===== src/rtl/knight_cmd_assembler.sv =====
// knight_cmd_assembler
//   Glue between the Knight's UART and cmd_proc. Two received bytes (high
//   byte first) are packed into a 16-bit command and held with a level
//   ready flag until the consumer acknowledges it. In parallel, an 8-bit
//   response byte is handed to the UART transmitter and its completion is
//   reported back.
//
// Ports
//   clk, rst      system clock, synchronous active-high reset
//   rx_rdy        UART RX has a byte (level, held until clr_rx_rdy)
//   rx_data       received byte
//   clr_rx_rdy    one-cycle pulse: byte consumed
//   cmd           assembled command {high, low}
//   cmd_rdy       level: cmd valid until clr_cmd_rdy
//   clr_cmd_rdy   consumer acknowledges cmd
//   resp          response byte to transmit
//   send_resp     pulse: transmit resp
//   tx_busy       UART TX busy
//   tx_data       byte presented to UART TX
//   trmt          one-cycle pulse: start UART TX
//   resp_sent     one-cycle pulse: response fully shifted out
//   frame_err     one-cycle pulse: partial command dropped on timeout
module knight_cmd_assembler #(
    parameter int BYTE_TMO = 1_000_000
) (
    input  logic        clk,
    input  logic        rst,
    input  logic        rx_rdy,
    input  logic [7:0]  rx_data,
    output logic        clr_rx_rdy,
    output logic [15:0] cmd,
    output logic        cmd_rdy,
    input  logic        clr_cmd_rdy,
    input  logic [7:0]  resp,
    input  logic        send_resp,
    input  logic        tx_busy,
    output logic [7:0]  tx_data,
    output logic        trmt,
    output logic        resp_sent,
    output logic        frame_err
);

    localparam int TW = (BYTE_TMO > 1) ? $clog2(BYTE_TMO) : 1;
    localparam logic [TW-1:0] TMO_LAST = TW'(BYTE_TMO - 1);

    typedef enum logic [1:0] {IDLE_HI, WAIT_LO, HOLD} cmd_state_t;
    typedef enum logic [1:0] {RIDLE, RWAIT, RSENT} resp_state_t;

    cmd_state_t    cmd_state, cmd_state_nxt;
    resp_state_t   resp_state, resp_state_nxt;

    logic [TW-1:0] timer, timer_nxt;
    logic [15:0]   cmd_nxt;
    logic          cmd_rdy_nxt, clr_rx_rdy_nxt, frame_err_nxt;

    logic [7:0]    tx_data_nxt;
    logic          trmt_nxt, resp_sent_nxt;
    logic          seen_busy, seen_busy_nxt;
    logic          post_trmt, post_trmt_nxt;

    logic          rx_take, tmo, sent_done;

    // rx_rdy is still high in the cycle our clear pulse is out, so a byte
    // only counts when we are not already clearing one.
    assign rx_take = rx_rdy && !clr_rx_rdy;
    assign tmo     = (timer == TMO_LAST);

    // A response is finished when busy has been seen and then drops, or
    // when busy never showed up in the two cycles following trmt.
    assign sent_done = seen_busy ? !tx_busy : (!tx_busy && post_trmt);

    // All state and every output live in this single register process so
    // that reset clears everything together and no output is combinational.
    always_ff @(posedge clk) begin
        if (rst) begin
            cmd_state  <= IDLE_HI;
            timer      <= '0;
            cmd        <= 16'h0000;
            cmd_rdy    <= 1'b0;
            clr_rx_rdy <= 1'b0;
            frame_err  <= 1'b0;
            resp_state <= RIDLE;
            tx_data    <= 8'h00;
            trmt       <= 1'b0;
            resp_sent  <= 1'b0;
            seen_busy  <= 1'b0;
            post_trmt  <= 1'b0;
        end else begin
            cmd_state  <= cmd_state_nxt;
            timer      <= timer_nxt;
            cmd        <= cmd_nxt;
            cmd_rdy    <= cmd_rdy_nxt;
            clr_rx_rdy <= clr_rx_rdy_nxt;
            frame_err  <= frame_err_nxt;
            resp_state <= resp_state_nxt;
            tx_data    <= tx_data_nxt;
            trmt       <= trmt_nxt;
            resp_sent  <= resp_sent_nxt;
            seen_busy  <= seen_busy_nxt;
            post_trmt  <= post_trmt_nxt;
        end
    end

    // Command FSM transitions. A low byte arriving on the expiry cycle is
    // checked first so it wins over the timeout.
    always_comb begin
        cmd_state_nxt = cmd_state;
        case (cmd_state)
            IDLE_HI: if (rx_take) cmd_state_nxt = WAIT_LO;
            WAIT_LO: begin
                if (rx_take)  cmd_state_nxt = HOLD;
                else if (tmo) cmd_state_nxt = IDLE_HI;
            end
            HOLD:    if (clr_cmd_rdy) cmd_state_nxt = IDLE_HI;
            default: cmd_state_nxt = IDLE_HI;
        endcase
    end

    // Command FSM register updates. In HOLD the UART byte is deliberately
    // left unacknowledged so it stays buffered until cmd is consumed.
    always_comb begin
        cmd_nxt        = cmd;
        cmd_rdy_nxt    = cmd_rdy;
        timer_nxt      = timer;
        clr_rx_rdy_nxt = 1'b0;
        frame_err_nxt  = 1'b0;
        case (cmd_state)
            IDLE_HI: begin
                if (rx_take) begin
                    cmd_nxt[15:8]  = rx_data;
                    clr_rx_rdy_nxt = 1'b1;
                    timer_nxt      = '0;
                end
            end
            WAIT_LO: begin
                if (rx_take) begin
                    cmd_nxt[7:0]   = rx_data;
                    clr_rx_rdy_nxt = 1'b1;
                    cmd_rdy_nxt    = 1'b1;
                end else if (tmo) begin
                    frame_err_nxt  = 1'b1;
                end else begin
                    timer_nxt      = timer + 1'b1;
                end
            end
            HOLD: begin
                if (clr_cmd_rdy) cmd_rdy_nxt = 1'b0;
            end
            default: ;
        endcase
    end

    // Response FSM transitions.
    always_comb begin
        resp_state_nxt = resp_state;
        case (resp_state)
            RIDLE: if (send_resp) resp_state_nxt = tx_busy ? RWAIT : RSENT;
            RWAIT: if (!tx_busy)  resp_state_nxt = RSENT;
            RSENT: if (sent_done) resp_state_nxt = RIDLE;
            default: resp_state_nxt = RIDLE;
        endcase
    end

    // Response FSM register updates. tx_data is only loaded from RIDLE, so
    // a send_resp that arrives mid-transfer cannot corrupt the byte in flight.
    always_comb begin
        tx_data_nxt   = tx_data;
        trmt_nxt      = 1'b0;
        resp_sent_nxt = 1'b0;
        seen_busy_nxt = seen_busy;
        post_trmt_nxt = post_trmt;
        case (resp_state)
            RIDLE: begin
                if (send_resp) begin
                    tx_data_nxt = resp;
                    if (!tx_busy) begin
                        trmt_nxt      = 1'b1;
                        seen_busy_nxt = 1'b0;
                        post_trmt_nxt = 1'b0;
                    end
                end
            end
            RWAIT: begin
                if (!tx_busy) begin
                    trmt_nxt      = 1'b1;
                    seen_busy_nxt = 1'b0;
                    post_trmt_nxt = 1'b0;
                end
            end
            RSENT: begin
                if (sent_done)    resp_sent_nxt = 1'b1;
                else if (tx_busy) seen_busy_nxt = 1'b1;
                else              post_trmt_nxt = 1'b1;
            end
            default: ;
        endcase
    end

endmodule


===== config.mk =====
export PLATFORM = sky130hd
export DESIGN_NAME = knight_cmd_assembler
export DESIGN_NICKNAME = d
export VERILOG_FILES = /design/src/rtl/knight_cmd_assembler.sv
export SDC_FILE = /design/constraint.sdc
export NUM_CORES = 1
export LEC_CHECK = 0
export CAP_MARGIN = 20
export CORE_MARGIN = 2
export CORE_UTILIZATION = 35
export DETAILED_ROUTE_END_ITERATION = 6
export PLACE_DENSITY = 0.65
export SLEW_MARGIN = 20
export SYNTH_ARGS = -nofsm -noshare
export SYNTH_HDL_FRONTEND = slang
export SYNTH_SLANG_ARGS = --single-unit

===== constraint.sdc =====
create_clock -name clk -period 2.5 [get_ports clk]
set_clock_uncertainty 0.05 [all_clocks]
set_input_delay 0.25 -clock clk [delete_from_list [all_inputs] [get_ports clk]]
set_output_delay 0.25 -clock clk [all_outputs]
set_load 0.05 [all_outputs]

=== Yosys cells after proc, flatten, opt, wreduce, memory -nomap -nowiden ===
Index checks and enable logic that the tools add are counted.

* Flip-flop bits (word level): 55
* Bits of input ports: 22
* Output and inout bits: 29

* Add/sub/neg operators: 1
* Equal/unequal tests: 17
* Mux-type cells: 34
* Bitwise gates (word level): 3
* Reduce and logical (&&, ||, !) cells: 22

{| class="wikitable"
|+ Operators by type and width
! operator !! number
|-
| $mux W20 || 3
|-
| $pmux W20 S2 || 1
|-
| $ne A2 B2 Y1 const B || 11
|-
| $add A20 B1 Y20 const B || 1
|-
| $eq A20 B20 Y1 const B || 1
|-
| $mux W1 || 16
|-
| $mux W2 || 8
|-
| $pmux W2 S3 || 2
|-
| $reduce_and A4 Y1 || 3
|-
| $reduce_and A3 Y1 || 3
|-
| $pmux W1 S3 || 2
|-
| $reduce_and A2 Y1 || 3
|-
| $reduce_or A2 Y1 || 3
|-
| $eq A2 B1 Y1 const B || 2
|-
| $eq A2 B2 Y1 const B || 2
|-
| $logic_not A2 Y1 || 2
|-
| $pmux W1 S2 || 2
|-
| $reduce_bool A2 Y1 || 2
|-
| $ne A3 B3 Y1 const B || 1
|-
| $not A1 Y1 || 3
|-
| $reduce_bool A3 Y1 || 1
|-
| $reduce_or A3 Y1 || 1
|-
| $logic_and A1 B1 Y1 || 2
|-
| $logic_not A1 Y1 || 2
|}

=== Longest topological paths before layout ===
Gate-level depths: netlist of the first run.

* Depth in word-level cells: 5
* Depth in mapped cells: 8
* Gate-level depth less buffers: 6

=== Least setup slack after synthesis of the first run ===
OpenSTA, ideal clock, no wires.

* Kind: register -> register
* Start: register clr_rx_rdy
* End: register timer[13]
* Arrival time: 1.656 ns
* Slack: 0.669 ns
* Cell stages (with the launch flop): 7
* Path buffers: 1
* Path through: dfxtp_1 > nor2b_1 > xnor2_1 > a211o_2 > buf_4 > o21ai_0 > o41ai_1

* Cells in the longest elaborated chain, start to end: 4
* Elaborated cells between the ends (all ways): 5
* Classes of those cells: 2 x eq/ne; 3 x reduce/logical

{| class="wikitable"
|+ RTL lines
! item !! line !! source
|-
| start, declared || 30 || <nowiki>output logic clr_rx_rdy,</nowiki>
|-
| start signal, assigned || 93 || <nowiki>clr_rx_rdy <= clr_rx_rdy_nxt;</nowiki>
|-
| $logic_not A1 Y1 (*) || 65 || <nowiki>assign rx_take = rx_rdy && !clr_rx_rdy;</nowiki>
|-
| $logic_and A1 B1 Y1 (*) || 65 ||
|-
| $ne A2 B2 Y1 (no line) || -- ||
|-
| $reduce_and A4 Y1 (no line) (*) || -- ||
|-
| end signal, assigned || 90 || <nowiki>timer <= timer_nxt;</nowiki>
|-
| end, declared || 52 || <nowiki>logic [TW-1:0] timer, timer_nxt;</nowiki>
|}

Every way passes the cells marked *; elsewhere a longest branch is shown, timed or not.
A chain may end at the register's enable or synchronous reset.

=== Worst setup path after layout of the first run ===
* Start: register timer[0]
* End: register timer[11]

* Cells in the longest elaborated chain, start to end: 4
* Elaborated cells between the ends (all ways): 7
* Classes of those cells: 1 x add/sub; 2 x eq/ne; 3 x mux; 1 x reduce/logical

{| class="wikitable"
|+ RTL lines
! item !! line !! source
|-
| $add A20 B1 Y20 || 143 || <nowiki>timer_nxt = timer + 1'b1;</nowiki>
|-
| $mux W20 || 140 || <nowiki>end else if (tmo) begin</nowiki>
|-
| $mux W20 || 136 || <nowiki>if (rx_take) begin</nowiki>
|-
| $pmux W20 S2 || 127 || <nowiki>case (cmd_state)</nowiki>
|}

Several ways; a longest one is shown, not always the timed one. The select of a mux whose other input is x is not followed.

==> results.txt, run 1 <==
----------------------------------------------------
[Setup path]
  WP data required ... approximately 2700 ps
  Family with the most delay on the worst path ... compound AO/OA/AOI/OAI gates
  Element type at the critical path end ... register
  Worst path cell trace ... ha_1, nand3_2, and4bb_1, a21oi_2, a31oi_1, a311oi_1
  CP endpoint ... timer[11]$_SDFFE_PP0P_
  Crit start category ... register
  Buffers plus inverters on the worst setup path ... 0
  Number of logic stages on the critical path including buffering ... 6
  Crit path largest cell delay ... 520 ps
  Crit Path Class ... reg2reg
  Reg-to-reg startpoint ... timer[0]$_SDFFE_PP0P_
  Reg-to-reg setup timing slack ... ~320 ps
  Biggest fanout along the worst timing path ... 12
  Endpoint arrival time on the critical path ... 2340 ps
  FF-to-FF path depth ... 6
  Start point of the critical path ... timer[0]$_SDFFE_PP0P_
  Slowest cell on the critical path ... sky130_fd_sc_hd__a21oi_2
  R2r endpoint ... timer[11]$_SDFFE_PP0P_

[Layout]
  Fraction of layout instances using a drive strength above 1 ... under 10%
  # fillers ... between 600 and 700
  ANT cells ... 0
  Layout overhead on the synthesized area ... 27.4%
  Final core occ ... 45.6%
  # nets final ... ~360

[Detailed routing]
  First-iteration detailed-routing DRC count ... 116
  Wire length reported by the detailed router ... around 5800 microns
  Number of remaining DRC errors ... 0
  Remaining antenna violation count ... 0
  Count of vias placed by the detailed router ... 2237
  Avg WL per Cell ... between 10 and 15 microns
  Number of vias per cell ... ~5.4
  First-pass DRT Iterations ... 4

[Synth]
  Most common flop cell mapped by yosys ... sky130_fd_sc_hd__dfxtp_1
  Sequential fraction of the synthesis area ... 45.5%
  Synth warn ... 0
  Library cell occupying the most area in the post-synthesis netlist ... sky130_fd_sc_hd__dfxtp_1
  Net count after synthesis ... about 320
  Total standard cell area after synthesis ... 0.00242 sq mm
  Synth Instances ... ~290
  Flip-flop and latch count after synthesis ... between 50 and 60
  Synth top area share ... ~45%
  Top post-synthesis cells by area ... sky130_fd_sc_hd__dfxtp_1, sky130_fd_sc_hd__nand2_1, sky130_fd_sc_hd__a21oi_1, sky130_fd_sc_hd__nor2_1, sky130_fd_sc_hd__mux2i_1
  Ranking of synthesized cells by instance count ... sky130_fd_sc_hd__dfxtp_1, sky130_fd_sc_hd__nand2_1, sky130_fd_sc_hd__a21oi_1
  Mapped Avg Cell Area ... about 8.3 sq um
  Async set-reset flop share out of synthesis ... 0%
  EDFF count, synth ... 0
  Post-synthesis cell type count ... 45

[Timing]
  RSZ-0062 raised after global routing ... no
  Clock period minus worst slack ... 2180 ps
  Final-report hold violation count ... 0
  Number of max-slew violations in the final report ... 0
  Timing-limited maximum frequency ... between 400 and 500 MHz
  Smallest hold slack ... around 280 ps
  Endpoints failing setup ... 0
  Sum of negative setup slack ... 0 ps
  Tightest Pin Transition ... 621 ps
  Max_slew headroom ... roughly three fifths
  Post-route fraction of the period consumed by the critical path ... between 80% and 90%

[Global route]
  All-layer global routing usage ... approximately 16%
  Global-route wire length before repair ... about 9800 microns
  Largest net degree at the start of global routing ... 22
  Initial antenna violation count ... 0
  Vias in the first global route ... between 2000 and 2500
  Global-route congestion overflow total ... 0

[Die]
  Initial Util ... between 30% and 40%
  Die height ... 87.2 microns
  DIE AREA ... around 0.0076 sq mm
  Core area ... slightly below 0.007 sq mm
  Die outline width ... 87.2 microns
  Placement Rows ... 30
  I/O pin count ... roughly 50

[Power and ir drop]
  Worst ir drop on vdd ... about 0.33 mV
  Final Power ... 1.90 mW
  Leak pwr ... approximately 1.1 nW
  Power per Cell Area ... about 600 mW/mm^2

[Clock network]
  CTS buffer count ... 5
  Clock slew seen by the registers of the worst setup and hold paths ... around 100 ps
  Post-cts repair resize count ... 0
  CTS tree ... built
  H-Tree Depth ... 2
  Skew-Pair Late Insertion Delay ... ~300 ps
  Post-CTS setup buffer count ... 0
  Max Buffers Root-to-Sink ... 2
  CTS Hold Buffers Added ... 0
  Sinks on Clock Net ... 55
  Clock root buffer master ... sky130_fd_sc_hd__clkbuf_8

[Place]
  Final RePlAce weighted congestion ... just under 0.8
  IO Port Bufs ... 50
  Total half-perimeter wirelength after legalization and detailed placement ... between 4000 and 5000 microns

[Run status]
  Outcome ... complete, no violations

[Run]
  Max Cap Violations ... 0

[Worst hold path]
  Hold crit path type ... in2reg

----------------------------------------------------
## how the worst min path moves through the flow
| stage | from | end | slack, ps | depth (start not counted) |
|---|---|---|---|---|
| 2_1_floorplan | tx_busy | resp_sent$_SDFF_PP0_ | 280 | 1 |
| 3_3_place_gp | cmd[13]$_SDFFE_PP0P_ | cmd[13]$_SDFFE_PP0P_ | 390 | 2 |
| 3_5_place_dp | cmd[7]$_SDFFE_PP0P_ | cmd[7]$_SDFFE_PP0P_ | 400 | 2 |
| 4_1_cts | rst | tx_data[0]$_SDFFE_PP0P_ | 290 | 2 |
| 5_1_grt | rst | tx_data[5]$_SDFFE_PP0P_ | 300 | 2 |
| 6_report | rst | tx_data[5]$_SDFFE_PP0P_ | 280 | 2 |
## registers in the layout, indices dropped and copies added (netlist names)
| register | count |
|---|---|
| clr_rx_rdy | 1 |
| seen_busy | 1 |
| frame_err | 1 |
| timer | 20 |
| resp_sent | 1 |
| tx_data | 8 |
| cmd_rdy | 1 |
| trmt | 1 |
| cmd | 16 |
| cmd_state | 2 |
| resp_state | 2 |
| post_trmt | 1 |
## cells by family after synthesis
family | Yosys count | synth area share, %
fa+ha+maj | 1 | 0.517
flops | 55 | 45.5
mux | 9 | 3.72
xor+xnor | 1 | 0.362
simple gates | 136 | 28.1
buf+inv | 18 | 3.98
compound gates | 72 | 17.9
## layout make-up
cell class | instances | area [sq um] | area share [%]
Clock buffer | 5 | 68.8 | 2.23
Clock inverter | 2 | 37.5 | 1.22
Inverter | 1 | 3.75 | 0.122
Multi-Input combinational cell | 219 | 1230 | 40.0
Sequential cell | 55 | 1100 | 35.7
Tap cell | 80 | 100 | 3.25
Timing Repair Buffer | 56 | 541 | 17.5
## layout by cell type (no fill, tap or decap), drive strengths merged, types with 2 or more instances in the layout
cell,count
nand2,55
dfxtp,55
clkdlybuf4s50,49
a21oi,35
nor2,28
o21ai,12
nor3,11
mux2i,9
nand3,9
a31oi,7
buf,7
nor2b,6
a311oi,5
clkbuf,5
nor4,5
nand4,4
and3,3
nand2b,3
a21o,3
nor4b,3
or3,2
o41ai,2
or2,2
o211ai,2
nor3b,2
or2b,2
a211o,2
a211oi,2
## power by group
part	total (mW)	switching (mW)	internal (mW)
clock	0.576	0.282	0.293
combinational	0.389	0.244	0.145
sequential	0.941	0.0281	0.912
total	1.90	0.555	1.35
## per-layer routing
metal | share of wire, % | track usage (%)
met1 | 46 | 21.6
met2 | 48 | 26.0
met3 | 4.3 | 3.32
met4 | 0.96 | 5.03
met5 | 0 | 0
## metrics by stage
stage,std cells,setup WS (ps),instance area [sq um]
finish,418,321,3080
CTS,418,37.1,3080
detailed placement,411,82.3,2970
floorplan,292,669,2420
global route,418,96.2,3080
global placement,411,160,2970
(Power assumes the default switching activity.)
==> run 2, diff against run 1 <==
- CTS_CLUSTER_DIAMETER: not set -> 120
- clock period: 2.5 -> 2.8 ns (I/O delays scaled with it)
==> results.txt, run 2 (synthesized netlist as in run 1, its figures left out) <==
----------------------------------------------------
[Place]
  Total half-perimeter wirelength after legalization and detailed placement ... 3790 microns (-5.9%)
  Final RePlAce weighted congestion ... 0.832 (+4.7%)
  IO Port Bufs ... 50 (unchanged)

[Power and ir drop]
  Worst ir drop on vdd ... 0.289 mV (-13%)
  Power per Cell Area ... 535 mW/mm^2 (-13%)
  Leak pwr ... 1.07 nW (-0.64%)

[Setup path]
  Family with the most delay on the worst path ... compound AO/OA/AOI/OAI gates
  Endpoint arrival time on the critical path ... 2310 ps (-30 ps)
  Element type at the critical path end ... register
  Crit path largest cell delay ... 610 ps (+90 ps)
  Crit Path Class ... reg2reg
  Biggest fanout along the worst timing path ... 9 (-3)
  WP data required ... 2960 ps (+300 ps)
  Worst path cell trace ... ha_1, nand3_2, and4bb_1, a211oi_2, a21oi_1, a21o_1
  Crit start category ... register
  Slowest cell on the critical path ... sky130_fd_sc_hd__a211oi_2
  Buffers plus inverters on the worst setup path ... 0 (unchanged)

[Detailed routing]
  Number of vias per cell ... 5.11 (-4.6%)
  Number of remaining DRC errors ... 0 (unchanged)
  Avg WL per Cell ... 13.1 microns (-5.2%)
  First-pass DRT Iterations ... 4 (unchanged)
  First-iteration detailed-routing DRC count ... 107 (-7.8%)
  Count of vias placed by the detailed router ... 2135 (-4.6%)
  Remaining antenna violation count ... 0 (unchanged)
  Wire length reported by the detailed router ... 5460 microns (-5.2%)

[Layout]
  # nets final ... 360 (-0.28%)
  Max reg flops ... 20 (unchanged)
  Fraction of layout instances using a drive strength above 1 ... 7.69% (-0.30 points)
  Most frequent cells in the layout ... sky130_fd_sc_hd__nand2_1, sky130_fd_sc_hd__dfxtp_1, sky130_fd_sc_hd__clkdlybuf4s50_1
  Biggest registers after layout ... timer: 20 flops, cmd: 16 flops, tx_data: 8 flops
  # fillers ... 664 (-3.8%)
  ANT cells ... 0 (unchanged)
  Final core occ ... 45.4% (-0.28 points)
  Layout overhead on the synthesized area ... 26.6%
  Largest register by flop count ... timer

[Clock network]
  Max Buffers Root-to-Sink ... 2 (unchanged)
  Skew-Pair Late Insertion Delay ... 300 ps (about the same)
  CTS tree ... built
  Clock root buffer master ... sky130_fd_sc_hd__clkbuf_8
  Sinks on Clock Net ... 55 (unchanged)
  Post-CTS setup buffer count ... 0 (unchanged)
  CTS Hold Buffers Added ... 0 (unchanged)
  Clock slew seen by the registers of the worst setup and hold paths ... 100 ps (about the same)
  Post-cts repair resize count ... 0 (unchanged)
  CTS buffer count ... 5 (unchanged)
  H-Tree Depth ... 2 (unchanged)

[Die]
  Core area ... 0.00676 sq mm (unchanged)
  Die outline width ... 87.2 microns (unchanged)
  I/O pin count ... 51 (unchanged)
  Die height ... 87.2 microns (unchanged)
  Placement Rows ... 30 (unchanged)
  Initial Util ... 35.8% (unchanged)
  DIE AREA ... 0.00760 sq mm (unchanged)

[Timing]
  Post-route fraction of the period consumed by the critical path ... 76.8% (-10 points)
  Clock period minus worst slack ... 2150 ps (-28.9 ps)
  Sum of negative setup slack ... 0 ps (unchanged)
  Number of max-slew violations in the final report ... 0 (unchanged)
  Final-report hold violation count ... 0 (unchanged)
  Max_slew headroom ... 53.4% (-4.9 points)
  RSZ-0062 raised after global routing ... no
  Tightest Pin Transition ... 698 ps (+77.6 ps)
  Endpoints failing setup ... 0 (unchanged)
  Timing-limited maximum frequency ... 465 MHz (+1.3%)

[Run status]
  Outcome ... complete, no violations

[Run]
  Max Cap Violations ... 0 (unchanged)

[Global route]
  Largest net degree at the start of global routing ... 31 (+41%)
  All-layer global routing usage ... 15.1% (-1.0 points)
  Global-route wire length before repair ... 9190 microns (-6.5%)
  Global-route congestion overflow total ... 0 (unchanged)
  Initial antenna violation count ... 0 (unchanged)
  Vias in the first global route ... 1939 (-8.0%)

[Worst hold path]
  Hold crit path type ... in2reg

----------------------------------------------------
==> run 2: cell count changes in the layout (fill, tap and decap cells not counted), sizes merged <==
cell	change
buf	-1
clkinv	+1
bufinv	-1
clkbuf	+1
==> run 2: per-stage QoR <==
stage / area [sq um] / total power, mW / std cells / worst slack [ps] / hold slack (ps)
final: 3070 / 1.64 / 418 / 650 / 368
after CTS: 3070 / 1.66 / 418 / 695 / 371
after global routing: 3070 / 1.72 / 418 / 536 / 385
after detailed placement: 2970 / 1.20 / 410 / 588 / 396
after floorplan: 2420 / 1.09 / 292 / 969 / 307
after global placement: 2970 / 1.20 / 410 / 644 / 391
==> run 2: path summary, 6_finish.rpt <==
check | startpoint | end | slack (ps) | depth (start not counted)
max | timer[0]$_SDFFE_PP0P_ | timer[6]$_SDFFE_PP0P_ | 650 | 6
min | rst | tx_data[7]$_SDFFE_PP0P_ | 370 | 2
max reg2reg | timer[0]$_SDFFE_PP0P_ | timer[6]$_SDFFE_PP0P_ | 650 | 6
min reg2reg | cmd[1]$_SDFFE_PP0P_ | cmd[1]$_SDFFE_PP0P_ | 410 | 2
==> run 2: cell type report <==
| cell class | count | area, sq um | area share, % |
|---|---|---|---|
| Multi-Input combinational cell | 219 | 1230 | 40.1 |
| Sequential cell | 55 | 1100 | 35.9 |
| Timing Repair Buffer | 55 | 533 | 17.4 |
| Tap cell | 80 | 100 | 3.27 |
| Clock buffer | 6 | 82.6 | 2.69 |
| Clock inverter | 2 | 16.3 | 0.531 |
| Inverter | 1 | 3.75 | 0.122 |
==> run 2: metal layers <==
layer,GRT usage [%],vias up,share of wire (%)
met4,4.62,0,1.1
met1,21.9,961,50
met2,22.8,41,45
met5,0,-,0
li1,-,1128,-
met3,2.56,5,3.5
==> run 2: report_power, final <==
part,internal (mW),total (mW),switching (mW),leakage [nW]
Sequential,0.815,0.840,0.0249,0.447
Clock,0.202,0.460,0.257,0.0474
Combinational,0.126,0.340,0.213,0.571
==> run 3, diff against run 2 <==
- PLACE_DENSITY: 0.65 -> 0.68
- clock period: 2.8 -> 1.9 ns (I/O delays scaled with it)
==> results.txt, run 3 (synthesized netlist as in run 1, its figures left out) <==
----------------------------------------------------
[Run status]
  Outcome ... complete, no violations

[Setup path]
  Reg-to-reg startpoint ... timer[0]$_SDFFE_PP0P_
  Slowest cell on the critical path ... sky130_fd_sc_hd__a211o_4
  Endpoint arrival time on the critical path ... 1980 ps (-330 ps)
  Crit start category ... register
  Reg-to-reg setup timing slack ... 110 ps (-540 ps)
  R2r endpoint ... timer[17]$_SDFFE_PP0P_
  Buffers plus inverters on the worst setup path ... 0 (unchanged)
  Biggest fanout along the worst timing path ... 5 (-4)
  Crit Path Class ... reg2reg
  Element type at the critical path end ... register
  CP endpoint ... timer[17]$_SDFFE_PP0P_
  WP data required ... 2090 ps (-870 ps)
  Family with the most delay on the worst path ... simple AND/OR/NAND/NOR gates
  Crit path largest cell delay ... 370 ps (-240 ps)
  Worst path cell trace ... ha_2, nand3_2, and4bb_4, a211o_4, or3_1, o21ai_1
  Start point of the critical path ... timer[0]$_SDFFE_PP0P_
  Number of logic stages on the critical path including buffering ... 6 (unchanged)
  FF-to-FF path depth ... 6 (unchanged)

[Clock network]
  Clock slew seen by the registers of the worst setup and hold paths ... 100 ps (about the same)
  Clock root buffer master ... sky130_fd_sc_hd__clkbuf_8
  Skew-Pair Late Insertion Delay ... 300 ps (about the same)
  Max Buffers Root-to-Sink ... 2 (unchanged)
  CTS tree ... built
  CTS buffer count ... 5 (unchanged)
  H-Tree Depth ... 2 (unchanged)
  Sinks on Clock Net ... 55 (unchanged)

[Place]
  IO Port Bufs ... 50 (unchanged)
  Area after detailed placement ... 0.00306 sq mm (+3.3%)
  Final RePlAce weighted congestion ... 0.895 (+7.5%)
  Total half-perimeter wirelength after legalization and detailed placement ... 3940 microns (+3.9%)
  Total placed cells including tap cells ... 423 (+3.2%)

[Power and ir drop]
  Portion of total power attributed to combinational logic ... 21.9% (+1.2 points)
  Leak pwr ... 1.13 nW (+6.4%)
  Net switching power ... 748 uW (+51%)
  Share of power burned in the clock network ... 27.9% (-0.2 points)
  Switching share of total power ... 30.4% (+0.20 points)
  Power per Cell Area ... 768 mW/mm^2 (+44%)
  Worst ir drop on vdd ... 0.424 mV (+47%)
  Internal Dissipation ... 1.71 mW (+49%)
  Sequential fraction of design power ... 50.2% (-1.0 points)

[Die]
  Die height ... 87.2 microns (unchanged)
  Die outline width ... 87.2 microns (unchanged)
  DIE AREA ... 0.00760 sq mm (unchanged)
  Initial Util ... 35.8% (unchanged)
  Core area ... 0.00676 sq mm (unchanged)
  Placement Rows ... 30 (unchanged)
  I/O pin count ... 51 (unchanged)

[Detailed routing]
  Wire length reported by the detailed router ... 5780 microns (+5.9%)
  First-iteration detailed-routing DRC count ... 107 (unchanged)
  Number of remaining DRC errors ... 0 (unchanged)
  Avg WL per Cell ... 13.4 microns (+2.5%)
  First-pass DRT Iterations ... 4 (unchanged)
  Remaining antenna violation count ... 0 (unchanged)
  Count of vias placed by the detailed router ... 2223 (+4.1%)
  Number of vias per cell ... 5.15 (+0.75%)

[Layout]
  Max reg flops ... 20 (unchanged)
  Cell Count, Final, Fillers Out ... 432 (+3.3%)
  Final core occ ... 47.4% (+2.0 points)
  Design Area, Final ... 0.00320 sq mm (+4.4%)
  Fraction of layout instances using a drive strength above 1 ... 13.1% (+5.4 points)
  ANT cells ... 0 (unchanged)
  Layout overhead on the synthesized area ... 32.1%
  # fillers ... 642 (-3.3%)
  Commonest non-fill, non-tap cell in the layout ... sky130_fd_sc_hd__nand2_1
  Largest register by flop count ... timer
  Most frequent cells in the layout ... sky130_fd_sc_hd__nand2_1, sky130_fd_sc_hd__dfxtp_1, sky130_fd_sc_hd__clkdlybuf4s50_1
  Biggest registers after layout ... timer: 20 flops, cmd: 16 flops, tx_data: 8 flops
  # nets final ... 374 (+3.9%)

[Timing]
  Post-route fraction of the period consumed by the critical path ... 94.2% (+17 points)
  Endpoints failing setup ... 0 (unchanged)
  Max_slew headroom ... 61.0% (+7.6 points)
  Timing-limited maximum frequency ... 559 MHz (+20%)
  Final-report hold violation count ... 0 (unchanged)
  Number of max-slew violations in the final report ... 0 (unchanged)
  Clock period minus worst slack ... 1790 ps (-361 ps)
  RSZ-0062 raised after global routing ... no
  Sum of negative setup slack ... 0 ps (unchanged)
  Tightest Pin Transition ... 585 ps (-113 ps)

[Worst hold path]
  Hold crit path type ... in2reg

[Global route]
  Vias in the first global route ... 2096 (+8.1%)
  All-layer global routing usage ... 15.4% (+0.32 points)
  Global-route congestion overflow total ... 0 (unchanged)
  Initial antenna violation count ... 0 (unchanged)
  Largest net degree at the start of global routing ... 56 (+81%)
  Global-route wire length before repair ... 9540 microns (+3.8%)

[Run]
  Max Cap Violations ... 0 (unchanged)

----------------------------------------------------
==> run 3: cell count changes in the layout (fill, tap and decap cells not counted), sizes merged <==
cell	delta
buf	+14
==> run 3: area by class of cell <==
class,instances,area (sq um),share of cell area [%]
clock inverter,2,16.3,0.508
tap,80,100,3.13
clock buffer,6,82.6,2.58
multi-input combinational,219,1260,39.3
sequential,55,1100,34.5
timing repair buffer,69,638,19.9
inverter,1,3.75,0.117
==> run 3: through the flow <==
step / power, mW / setup WS, ps / hold WS (ps)
after floorplan: 1.60 / 69.4 / 217
after global placement: 1.79 / 67.4 / 390
after detailed placement: 1.79 / -8.91 / 395
after CTS: 2.47 / 56.5 / 257
after global routing: 2.57 / 18.3 / 176
final: 2.46 / 111 / 176
==> run 3: worst register-to-register path, delay by kind of cell (launching register included) <==
kind | cells | cell delay [ps]
simple gates | 3 | 700
compound gates | 2 | 440
flops | 1 | 330
fa+ha+maj | 1 | 200
==> run 3: how the worst min path moves through the flow <==
stage	start	end	cells past startpoint
after global routing	rst	timer[18]$_SDFFE_PP0P_	3
after detailed placement	cmd[7]$_SDFFE_PP0P_	cmd[7]$_SDFFE_PP0P_	2
after floorplan	tx_busy	resp_sent$_SDFF_PP0_	1
after global placement	cmd[7]$_SDFFE_PP0P_	cmd[7]$_SDFFE_PP0P_	2
final	rst	timer[18]$_SDFFE_PP0P_	3
after CTS	rst	timer[18]$_SDFFE_PP0P_	3
==> run 3: metal layers <==
metal  GRT usage (%)  share of wire (%)
met1            20.2                 47
met2            25.2                 48
met3            2.65                3.2
met4            6.15                1.3
met5               0                  0
==> run 3: timing repair <==
| action | 4_1_cts | 5_1_grt |
|---|---|---|
| hold buffers | 0 | 0 |
| resized for setup | 0 | 8 |
| endpoints found under the setup margin | 0 | 12 |
| buffers inserted | 0 | 1 |
| endpoints found under the hold margin | 0 | 0 |
==> run 3: power by group through the flow <==
stage | combinational, mW | clock [mW] | sequential, mW
finish | 0.539 | 0.684 | 1.23
global placement | 0.528 | 0 | 1.26
floorplan | 0.216 | 0 | 1.38
detailed placement | 0.531 | 0 | 1.26
CTS | 0.533 | 0.706 | 1.23
global route | 0.583 | 0.743 | 1.24
